<file path="config.mk">
export PLATFORM = sky130hd
export DESIGN_NAME = mc_controller
export DESIGN_NICKNAME = d
export VERILOG_FILES = /design/src/rtl/mc_ctrl_pkg.sv /design/src/rtl/mc_opcode_class.sv /design/src/rtl/mc_controller.sv
export SDC_FILE = /design/constraint.sdc
export NUM_CORES = 1
export LEC_CHECK = 0
export BUFFER_PORTS_ARGS = -buffer_cell sky130_fd_sc_hd__buf_2
export CAP_MARGIN = 5
export CORE_UTILIZATION = 45
export CTS_BUF_LIST = sky130_fd_sc_hd__clkbuf_16
export DETAILED_ROUTE_END_ITERATION = 10
export PLACE_DENSITY_LB_ADDON = 0.1
export SKIP_CTS_REPAIR_TIMING = 1
export SYNTH_ARGS = -nofsm -noshare
export SYNTH_HDL_FRONTEND = slang
export SYNTH_SLANG_ARGS = --single-unit
</file>
<file path="constraint.sdc">
create_clock -name clk -period 1.9 [get_ports clk]
set_clock_uncertainty 0.1 [all_clocks]
set_input_delay 0.38 -clock clk [delete_from_list [all_inputs] [get_ports clk]]
set_output_delay 0.38 -clock clk [all_outputs]
set_load 0.01 [all_outputs]
</file>
<file path="src/rtl/mc_ctrl_pkg.sv">
// Shared types and encodings for the multi-cycle RV32I main controller.
package mc_ctrl_pkg;

    localparam int unsigned OPC_BITS = 7;
    localparam int unsigned F3_W     = 3;
    localparam int unsigned SEL_W    = 2;
    localparam int unsigned CNT_W    = 32;

    typedef enum logic [3:0] {
        ST_IDLE,
        ST_FETCH,
        ST_DECODE,
        ST_MEM_ADDR,
        ST_MEM_READ,
        ST_MEM_WB,
        ST_MEM_WRITE,
        ST_EXEC_R,
        ST_EXEC_I,
        ST_JAL,
        ST_ALU_WB,
        ST_BRANCH,
        ST_HALT
    } state_e;

    localparam logic [OPC_BITS-1:0] OPC_LOAD   = 7'b0000011;
    localparam logic [OPC_BITS-1:0] OPC_STORE  = 7'b0100011;
    localparam logic [OPC_BITS-1:0] OPC_OP     = 7'b0110011;
    localparam logic [OPC_BITS-1:0] OPC_OP_IMM = 7'b0010011;
    localparam logic [OPC_BITS-1:0] OPC_BRANCH = 7'b1100011;
    localparam logic [OPC_BITS-1:0] OPC_JAL    = 7'b1101111;

    localparam logic [F3_W-1:0] F3_BEQ = 3'b000;
    localparam logic [F3_W-1:0] F3_BNE = 3'b001;

    localparam logic [SEL_W-1:0] ALU_OP_ADD   = 2'b00;
    localparam logic [SEL_W-1:0] ALU_OP_SUB   = 2'b01;
    localparam logic [SEL_W-1:0] ALU_OP_FUNCT = 2'b10;

    localparam logic [SEL_W-1:0] SRC_A_PC    = 2'b00;
    localparam logic [SEL_W-1:0] SRC_A_OLDPC = 2'b01;
    localparam logic [SEL_W-1:0] SRC_A_RS1   = 2'b10;

    localparam logic [SEL_W-1:0] SRC_B_RS2  = 2'b00;
    localparam logic [SEL_W-1:0] SRC_B_IMM  = 2'b01;
    localparam logic [SEL_W-1:0] SRC_B_FOUR = 2'b10;

    localparam logic [SEL_W-1:0] RES_ALUOUT  = 2'b00;
    localparam logic [SEL_W-1:0] RES_MEMDATA = 2'b01;
    localparam logic [SEL_W-1:0] RES_ALU     = 2'b10;

    // Datapath control bundle driven by the output decode.
    typedef struct packed {
        logic             mem_req;
        logic             mem_we;
        logic             addr_src;
        logic             ir_write;
        logic             pc_write;
        logic             reg_write;
        logic [SEL_W-1:0] alu_src_a;
        logic [SEL_W-1:0] alu_src_b;
        logic [SEL_W-1:0] alu_op;
        logic [SEL_W-1:0] result_src;
        logic             illegal;
    } ctrl_s;

endpackage

</file>
<file path="src/rtl/mc_opcode_class.sv">
// DECODE-state dispatch: maps opcode/funct3 to the next state and flags
// unsupported encodings.
module mc_opcode_class
    import mc_ctrl_pkg::*;
#(
    parameter int unsigned OPC_W = 7
) (
    input  logic [OPC_W-1:0] opcode,
    input  logic [F3_W-1:0]  fun3,
    output state_e           dispatch_c,
    output logic             illegal_c
);

    always_comb begin
        dispatch_c = ST_HALT;
        case (opcode)
            OPC_LOAD, OPC_STORE: dispatch_c = ST_MEM_ADDR;
            OPC_OP:              dispatch_c = ST_EXEC_R;
            OPC_OP_IMM:          dispatch_c = ST_EXEC_I;
            OPC_JAL:             dispatch_c = ST_JAL;
            OPC_BRANCH: begin
                if (fun3 == F3_BEQ || fun3 == F3_BNE) begin
                    dispatch_c = ST_BRANCH;
                end
            end
            default: dispatch_c = ST_HALT;
        endcase
        illegal_c = (dispatch_c == ST_HALT);
    end

endmodule

</file>
<file path="src/rtl/mc_controller.sv">
// Multi-cycle main control FSM for the RV32I core.
// Optional retired-instruction counter enabled by MC_CTRL_INSTRET_EN.
module mc_controller
    import mc_ctrl_pkg::*;
#(
    parameter int unsigned OPC_W = 7
) (
    input  logic             clk,
    input  logic             rst_n,
    input  logic [OPC_W-1:0] opcode,
    input  logic [2:0]       fun3,
    input  logic             zero,
    input  logic             mem_ready,
    output logic             mem_req,
    output logic             mem_we,
    output logic             addr_src,
    output logic             ir_write,
    output logic             pc_write,
    output logic             reg_write,
    output logic [1:0]       alu_src_a,
    output logic [1:0]       alu_src_b,
    output logic [1:0]       alu_op,
    output logic [1:0]       result_src,
    output logic             illegal
`ifdef MC_CTRL_INSTRET_EN
    ,
    output logic [31:0]      instret
`endif
);

    state_e state_q, state_d;
    state_e dispatch_c;
    logic   dec_illegal_c;
    ctrl_s  ctrl_c;

    mc_opcode_class #(.OPC_W(OPC_W)) u_opcode_class (
        .opcode     (opcode),
        .fun3       (fun3),
        .dispatch_c (dispatch_c),
        .illegal_c  (dec_illegal_c)
    );

    always_ff @(posedge clk or negedge rst_n) begin
        if (!rst_n) begin
            state_q <= ST_IDLE;
        end else begin
            state_q <= state_d;
        end
    end

    // Next-state logic; memory states wait for mem_ready.
    always_comb begin
        state_d = state_q;
        case (state_q)
            ST_IDLE:      state_d = ST_FETCH;
            ST_FETCH:     if (mem_ready) state_d = ST_DECODE;
            ST_DECODE:    state_d = dec_illegal_c ? ST_HALT : dispatch_c;
            ST_MEM_ADDR:  state_d = (opcode == OPC_LOAD) ? ST_MEM_READ : ST_MEM_WRITE;
            ST_MEM_READ:  if (mem_ready) state_d = ST_MEM_WB;
            ST_MEM_WB:    state_d = ST_FETCH;
            ST_MEM_WRITE: if (mem_ready) state_d = ST_FETCH;
            ST_EXEC_R:    state_d = ST_ALU_WB;
            ST_EXEC_I:    state_d = ST_ALU_WB;
            ST_JAL:       state_d = ST_ALU_WB;
            ST_ALU_WB:    state_d = ST_FETCH;
            ST_BRANCH:    state_d = ST_FETCH;
            ST_HALT:      state_d = ST_HALT;
            default:      state_d = ST_IDLE;
        endcase
    end

    // Moore output decode; only FETCH and BRANCH strobes look at inputs.
    always_comb begin
        ctrl_c = '0;
        case (state_q)
            ST_FETCH: begin
                ctrl_c.mem_req    = 1'b1;
                ctrl_c.addr_src   = 1'b0;
                ctrl_c.alu_src_a  = SRC_A_PC;
                ctrl_c.alu_src_b  = SRC_B_FOUR;
                ctrl_c.alu_op     = ALU_OP_ADD;
                ctrl_c.result_src = RES_ALU;
                ctrl_c.ir_write   = mem_ready;
                ctrl_c.pc_write   = mem_ready;
            end
            ST_DECODE: begin
                ctrl_c.alu_src_a = SRC_A_OLDPC;
                ctrl_c.alu_src_b = SRC_B_IMM;
                ctrl_c.alu_op    = ALU_OP_ADD;
            end
            ST_MEM_ADDR: begin
                ctrl_c.alu_src_a = SRC_A_RS1;
                ctrl_c.alu_src_b = SRC_B_IMM;
                ctrl_c.alu_op    = ALU_OP_ADD;
            end
            ST_MEM_READ: begin
                ctrl_c.mem_req  = 1'b1;
                ctrl_c.addr_src = 1'b1;
            end
            ST_MEM_WB: begin
                ctrl_c.reg_write  = 1'b1;
                ctrl_c.result_src = RES_MEMDATA;
            end
            ST_MEM_WRITE: begin
                ctrl_c.mem_req  = 1'b1;
                ctrl_c.mem_we   = 1'b1;
                ctrl_c.addr_src = 1'b1;
            end
            ST_EXEC_R: begin
                ctrl_c.alu_src_a = SRC_A_RS1;
                ctrl_c.alu_src_b = SRC_B_RS2;
                ctrl_c.alu_op    = ALU_OP_FUNCT;
            end
            ST_EXEC_I: begin
                ctrl_c.alu_src_a = SRC_A_RS1;
                ctrl_c.alu_src_b = SRC_B_IMM;
                ctrl_c.alu_op    = ALU_OP_FUNCT;
            end
            ST_JAL: begin
                ctrl_c.alu_src_a  = SRC_A_OLDPC;
                ctrl_c.alu_src_b  = SRC_B_FOUR;
                ctrl_c.alu_op     = ALU_OP_ADD;
                ctrl_c.result_src = RES_ALUOUT;
                ctrl_c.pc_write   = 1'b1;
            end
            ST_ALU_WB: begin
                ctrl_c.reg_write  = 1'b1;
                ctrl_c.result_src = RES_ALUOUT;
            end
            ST_BRANCH: begin
                ctrl_c.alu_src_a  = SRC_A_RS1;
                ctrl_c.alu_src_b  = SRC_B_RS2;
                ctrl_c.alu_op     = ALU_OP_SUB;
                ctrl_c.result_src = RES_ALUOUT;
                ctrl_c.pc_write   = ((fun3 == F3_BEQ) &&  zero) ||
                                    ((fun3 == F3_BNE) && !zero);
            end
            ST_HALT: ctrl_c.illegal = 1'b1;
            default: ctrl_c = '0;
        endcase
    end

    assign mem_req    = ctrl_c.mem_req;
    assign mem_we     = ctrl_c.mem_we;
    assign addr_src   = ctrl_c.addr_src;
    assign ir_write   = ctrl_c.ir_write;
    assign pc_write   = ctrl_c.pc_write;
    assign reg_write  = ctrl_c.reg_write;
    assign alu_src_a  = ctrl_c.alu_src_a;
    assign alu_src_b  = ctrl_c.alu_src_b;
    assign alu_op     = ctrl_c.alu_op;
    assign result_src = ctrl_c.result_src;
    assign illegal    = ctrl_c.illegal;

`ifdef MC_CTRL_INSTRET_EN
    logic [CNT_W-1:0] instret_q, instret_d;
    logic             retire_c;

    // An instruction retires when its last state hands back to FETCH.
    always_comb begin
        retire_c  = (state_d == ST_FETCH) &&
                    (state_q inside {ST_MEM_WB, ST_MEM_WRITE, ST_ALU_WB, ST_BRANCH});
        instret_d = retire_c ? instret_q + CNT_W'(1) : instret_q;
    end

    always_ff @(posedge clk or negedge rst_n) begin
        if (!rst_n) begin
            instret_q <= '0;
        end else begin
            instret_q <= instret_d;
        end
    end

    assign instret = instret_q;
`endif

endmodule
</file>
# Word-level counts from Yosys, hierarchy flattened
# Index checks and enable logic that the tools add are counted.
op_classes:
  add_sub_neg: 0
  n_mul: 0
  div_mod_pow: 0
  n_lt_le_gt_ge: 0
  n_eq_ne: 23
  shifts: 0
  mux: 17
  bitwise: 0
  reduce_logical: 14
op_table:
  columns: ["operator", "n"]
  rows:
  - ["case mux 6 bit (7 select lines)", 1]
  - ["case mux 4 bit (8 select lines)", 1]
  - ["== test 4 bit (second input constant)", 6]
  - ["case mux 4 bit (5 select lines)", 1]
  - ["== test 4 x 3 -> 1 bit (second input constant)", 4]
  - ["two-way mux 4 bit", 4]
  - ["== test 7 x 6 -> 1 bit (second input constant)", 2]
  - ["== test 7 bit (second input constant)", 2]
  - ["== test 4 x 2 -> 1 bit (second input constant)", 2]
  - ["== test 7 x 2 -> 1 bit (second input constant)", 1]
  - ["== test 7 x 5 -> 1 bit (second input constant)", 1]
  - ["two-way mux 1 bit", 6]
  - ["inequality test 2 bit (second input constant)", 3]
  - ["OR reduction 2 bit", 3]
  - ["OR reduction 3 bit", 2]
  - ["== test 4 x 1 -> 1 bit (second input constant)", 1]
  - ["zero test 4 bit", 1]
  - ["case mux 2 bit (2 select lines)", 1]
  - ["OR reduction 4 bit", 1]
  - ["== test 3 x 1 -> 1 bit (second input constant)", 1]
  - ["zero test 3 bit", 1]
  - ["two-way mux 3 bit", 1]
  - ["case mux 1 bit (3 select lines)", 1]
  - ["AND reduction 3 bit", 1]
  - ["4 further kinds", 6]
totals:
  regBits: 4
  latch_bits: 0
  ram_bits: 0
  romBits: 0
  output_inout_bits: 15
  elab_cells: 55
  n_memories: 0

# Logic depth before layout (Yosys ltp)
logic_depth:
  ltp_word: 7
  mapped_depth: 6
  ltp_nobuf: 4

# By module
# Synthesis repeated with hierarchy kept, for this count alone.
hier_totals:
  cells_unflattened: 85
  hier_area_um2: 568.0
modules_own_cells:
  columns: ["module", "instances", "cells_each", "area_each_um2"]
  rows:
  - ["mc_controller", 1, 64, 455.4]
  - ["mc_opcode_class", 1, 21, 112.6]

# Least setup slack after synthesis
# OpenSTA, ideal clock, no wires.
synth_timing:
  path_type: "register to output"
  from: "register state_q[1]"
  to: "output ir_write"
  arrival_ns: 1.187
  t_required_ns: 1.420
  slack_ns: 0.233
  path_stages_with_launch: 5
  path_cell_list: "dfrtp_1 -> nand2b_2 -> or3_4 -> inv_2 -> and2_1"
synth_via:
  elab_chain_cells: 2
synth_lines:
  columns: ["element", "line", "source"]
  rows:
  - ["start, declared", "mc_controller.sv:31", "state_e state_q, state_d;"]
  - ["start signal, assigned", "mc_controller.sv:47", "state_q <= state_d;"]
  - ["== test 4 x 1 -> 1 bit", "mc_controller.sv:75", "case (state_q)"]
  - ["two-way mux 1 bit", "mc_controller.sv:75", null]
  - ["end, declared", "mc_controller.sv:17", "output logic ir_write,"]
# No other way between the ends.

# Worst setup path in the final report
layout_timing:
  from: "register state_q[0]"
  to: "output alu_src_a[1]"
layout_via:
  elab_chain_cells: 2
  elab_cells_between_ends: 8
layout_lines:
  columns: ["element", "line", "source"]
  rows:
  - ["== test 4 bit, or another cell as far along", "mc_controller.sv:75", null]
  - ["case mux 6 bit (7 select lines) *", "mc_controller.sv:75", null]
  - ["end, declared", "mc_controller.sv:20", "output logic [1:0] alu_src_a,"]
# Mark *: on every way between the ends. The rest lies on a longest branch, timed or not.

==> out/summary.txt <==
Switching share of power - 0.428
CP Data Arrival Time - 1.38 ns
FP Rows - 13
Sw Pwr - 0.665 mW
Global-route wire length before repair - 2.77 mm
Seq/Total Area, Yosys - 0.161
Crit start category - flop
Largest Register - state_q
Syn Nets - 96
Vias in the first global route - 632
Pwr Density - 1690 nW/um2
Drt wl/cell - 13.8 um
Post-Route WL - 1.82 mm
CP Capture Type - output port
Chip height - 39.2 um
Clk_lat worst skew - 0.23 ns
WS Path Type - flop to output port
R2R cell count - 5
R2R Path End - state_q[1]
Initial antenna violation count - 0
Clock buffer depth - 2
CORE AREA - 1280 um2
# setup viols final - 0
Fin. Hold Viols - 0
Reg area - 103 um2
Starting DRC count in detailed routing - 29
Tcrit/Tclk final - 0.981
TritonRoute pass-1 iters - 4
Slew margin rel. - 0.835
Gate power share - 0.666
Design area - 920 um2
Layout cells sized above 1 - 0.504
Final Wtd Congestion - 0.851
Post-route ant nets - 0
Placed instance area - 802 um2
Worst hold-check path type - primary input to async pin
Register share of total power - 0.120
Die area - 1530 um2
P_int - 0.887 mW
Via count - 774
Final slew viol count - 0
Final min period - 1.86 ns
Prevailing post-synth register cell - dfrtp_1
Maximum vdd drop - 0.000603 V
Pin count of the biggest net entering global routing - 16
MaxCap Viol Count - 0
Clock Sink Count - 4
# IOs - 29
Utilization after layout - 0.716
Global route overflow - 0
RSZ-0062 raised after global routing - yes
Clk pwr share - 0.214
Gr usage total - 0.267
H-tree depth - 1
Largest register FFs - 4
Largest regs - state_q x4
HPWL after DPL - 1.32 mm
Leakage - 0.432 nW
Fill count - 112
Status - finished clean
Area of the multi-input gates - 495 um2
Die Span X - 39.2 um
ANT cells - 0
Worst-margin pin slew - 0.244 ns
CP max FO - 12
Post-Syn Area - 622 um2
CTS tree - built
Area growth, synth to finish - 47.9%
PortBufs - 28
Worst EP required - 1.42 ns
Synthesis Warnings - 0
Flops & latches, synth - 4
Number of remaining DRC errors - 0
Synthesized area per cell - 7.58 um2
Routed vias/inst - 5.86
Cts bufs inserted - 3
Reg-to-Reg Start - state_q[2]
Worst-path clk slew - 0.03 ns
Net count reported at finish - 133
Slack of the worst reg-to-reg path - 0.31 ns
Root buf cell - clkbuf_16
Initial Util - 0.484
Post-Synthesis Cells - 82
EDFF count, synth - 0
F_max - 0.536 GHz
Ys async rst share - 1.00
Distinct cells, synth - 39
[cells by family after synthesis]
group / Yosys count / share of synthesized area
buffers and inverters: 7 / 0.0624
DFF: 4 / 0.161
muxes: 3 / 0.0583
AOI/OAI and AO/OA: 22 / 0.278
and+or+nand+nor: 45 / 0.427
xor gates and xnor gates: 1 / 0.0141
[cell type report]
type / instances / area share
Clock buffer: 3 / 0.0816
Multi-Input combinational cell: 71 / 0.539
Timing Repair Buffer: 37 / 0.239
Inverter: 2 / 0.00816
Tap cell: 15 / 0.0204
Sequential cell: 4 / 0.112
[worst max-delay path by stage]
stage	depth (start not counted)	slack (ns)	end	startpoint
global placement	4	0.23	pc_write	state_q[3]
floorplan	4	0.23	ir_write	state_q[1]
CTS	6	-0.03	alu_src_a[1]	state_q[0]
detailed placement	6	0.21	alu_src_a[1]	state_q[0]
global route	5	-0.02	alu_src_a[0]	state_q[1]
finish	6	0.04	alu_src_a[1]	state_q[0]
[metrics by stage]
| step | cells | power [mW] | hold slack, ns | TNS [ns] | worst slack (ns) |
|---|---|---|---|---|---|
| 2_1_floorplan | 82 | 0.830 | -0.0156 | 0 | 0.233 |
| 3_3_place_gp | 127 | 1.12 | 0.0912 | 0 | 0.227 |
| 3_5_place_dp | 127 | 1.14 | 0.0962 | 0 | 0.210 |
| 4_1_cts | 130 | 1.48 | -0.137 | -0.0287 | -0.0287 |
| 5_1_grt | 132 | 1.66 | 0.421 | -0.0191 | -0.0187 |
| 6_report | 132 | 1.55 | 0.392 | 0 | 0.0353 |
[Yosys cell counts (all sizes together) (2+ instances only)]
library cell / number / area share
a21oi: 8 / 0.070
buf: 5 / 0.050
dfrtp: 4 / 0.16
inv: 2 / 0.012
mux2: 2 / 0.042
nand2: 8 / 0.048
nand2b: 5 / 0.066
nand3: 2 / 0.024
nand3b: 2 / 0.024
nor2: 12 / 0.072
nor2b: 4 / 0.040
nor3: 3 / 0.024
o21ai: 5 / 0.040
o22ai: 2 / 0.020
o311ai: 2 / 0.056
or3: 2 / 0.028
[worst max-delay path, stage by stage, from the launching register on]
cell	delay, ns
dfrtp_2	0.44
buf_6	0.16
nor2_2	0.11
nand2_1	0.10
a21o_1	0.16
nand2_1	0.05
buf_2	0.12
[cells in the final DEF (no fill, tap or decap), drive strengths merged, types with 2 or more instances in the layout]
cell type and count:
buf 36, nor2 12, nand2 8, a21oi 8
o21ai 5, nand2b 5, nor2b 4, dfrtp 4
nor3 3, clkbuf 3, inv 2, o22ai 2
nand3b 2, mux2 2, or3 2, nand3 2
o311ai 2
[layer usage]
layer | up-vias | track usage | routed length [um]
li1 | 370 | - | -
met1 | 369 | 0.348 | 811
met4 | 0 | 0.155 | 36
met3 | 5 | 0.0173 | 70
met5 | - | 0 | 0
met2 | 30 | 0.425 | 904
[power groups by stage]
stage | clock, mW | combinational (mW) | sequential [mW]
finish | 0.332 | 1.03 | 0.186
global route | 0.339 | 1.13 | 0.189
CTS | 0.330 | 0.970 | 0.178
detailed placement | 0 | 0.956 | 0.179
global placement | 0 | 0.942 | 0.180
floorplan | 0 | 0.667 | 0.163
(Power assumes the default switching activity.)
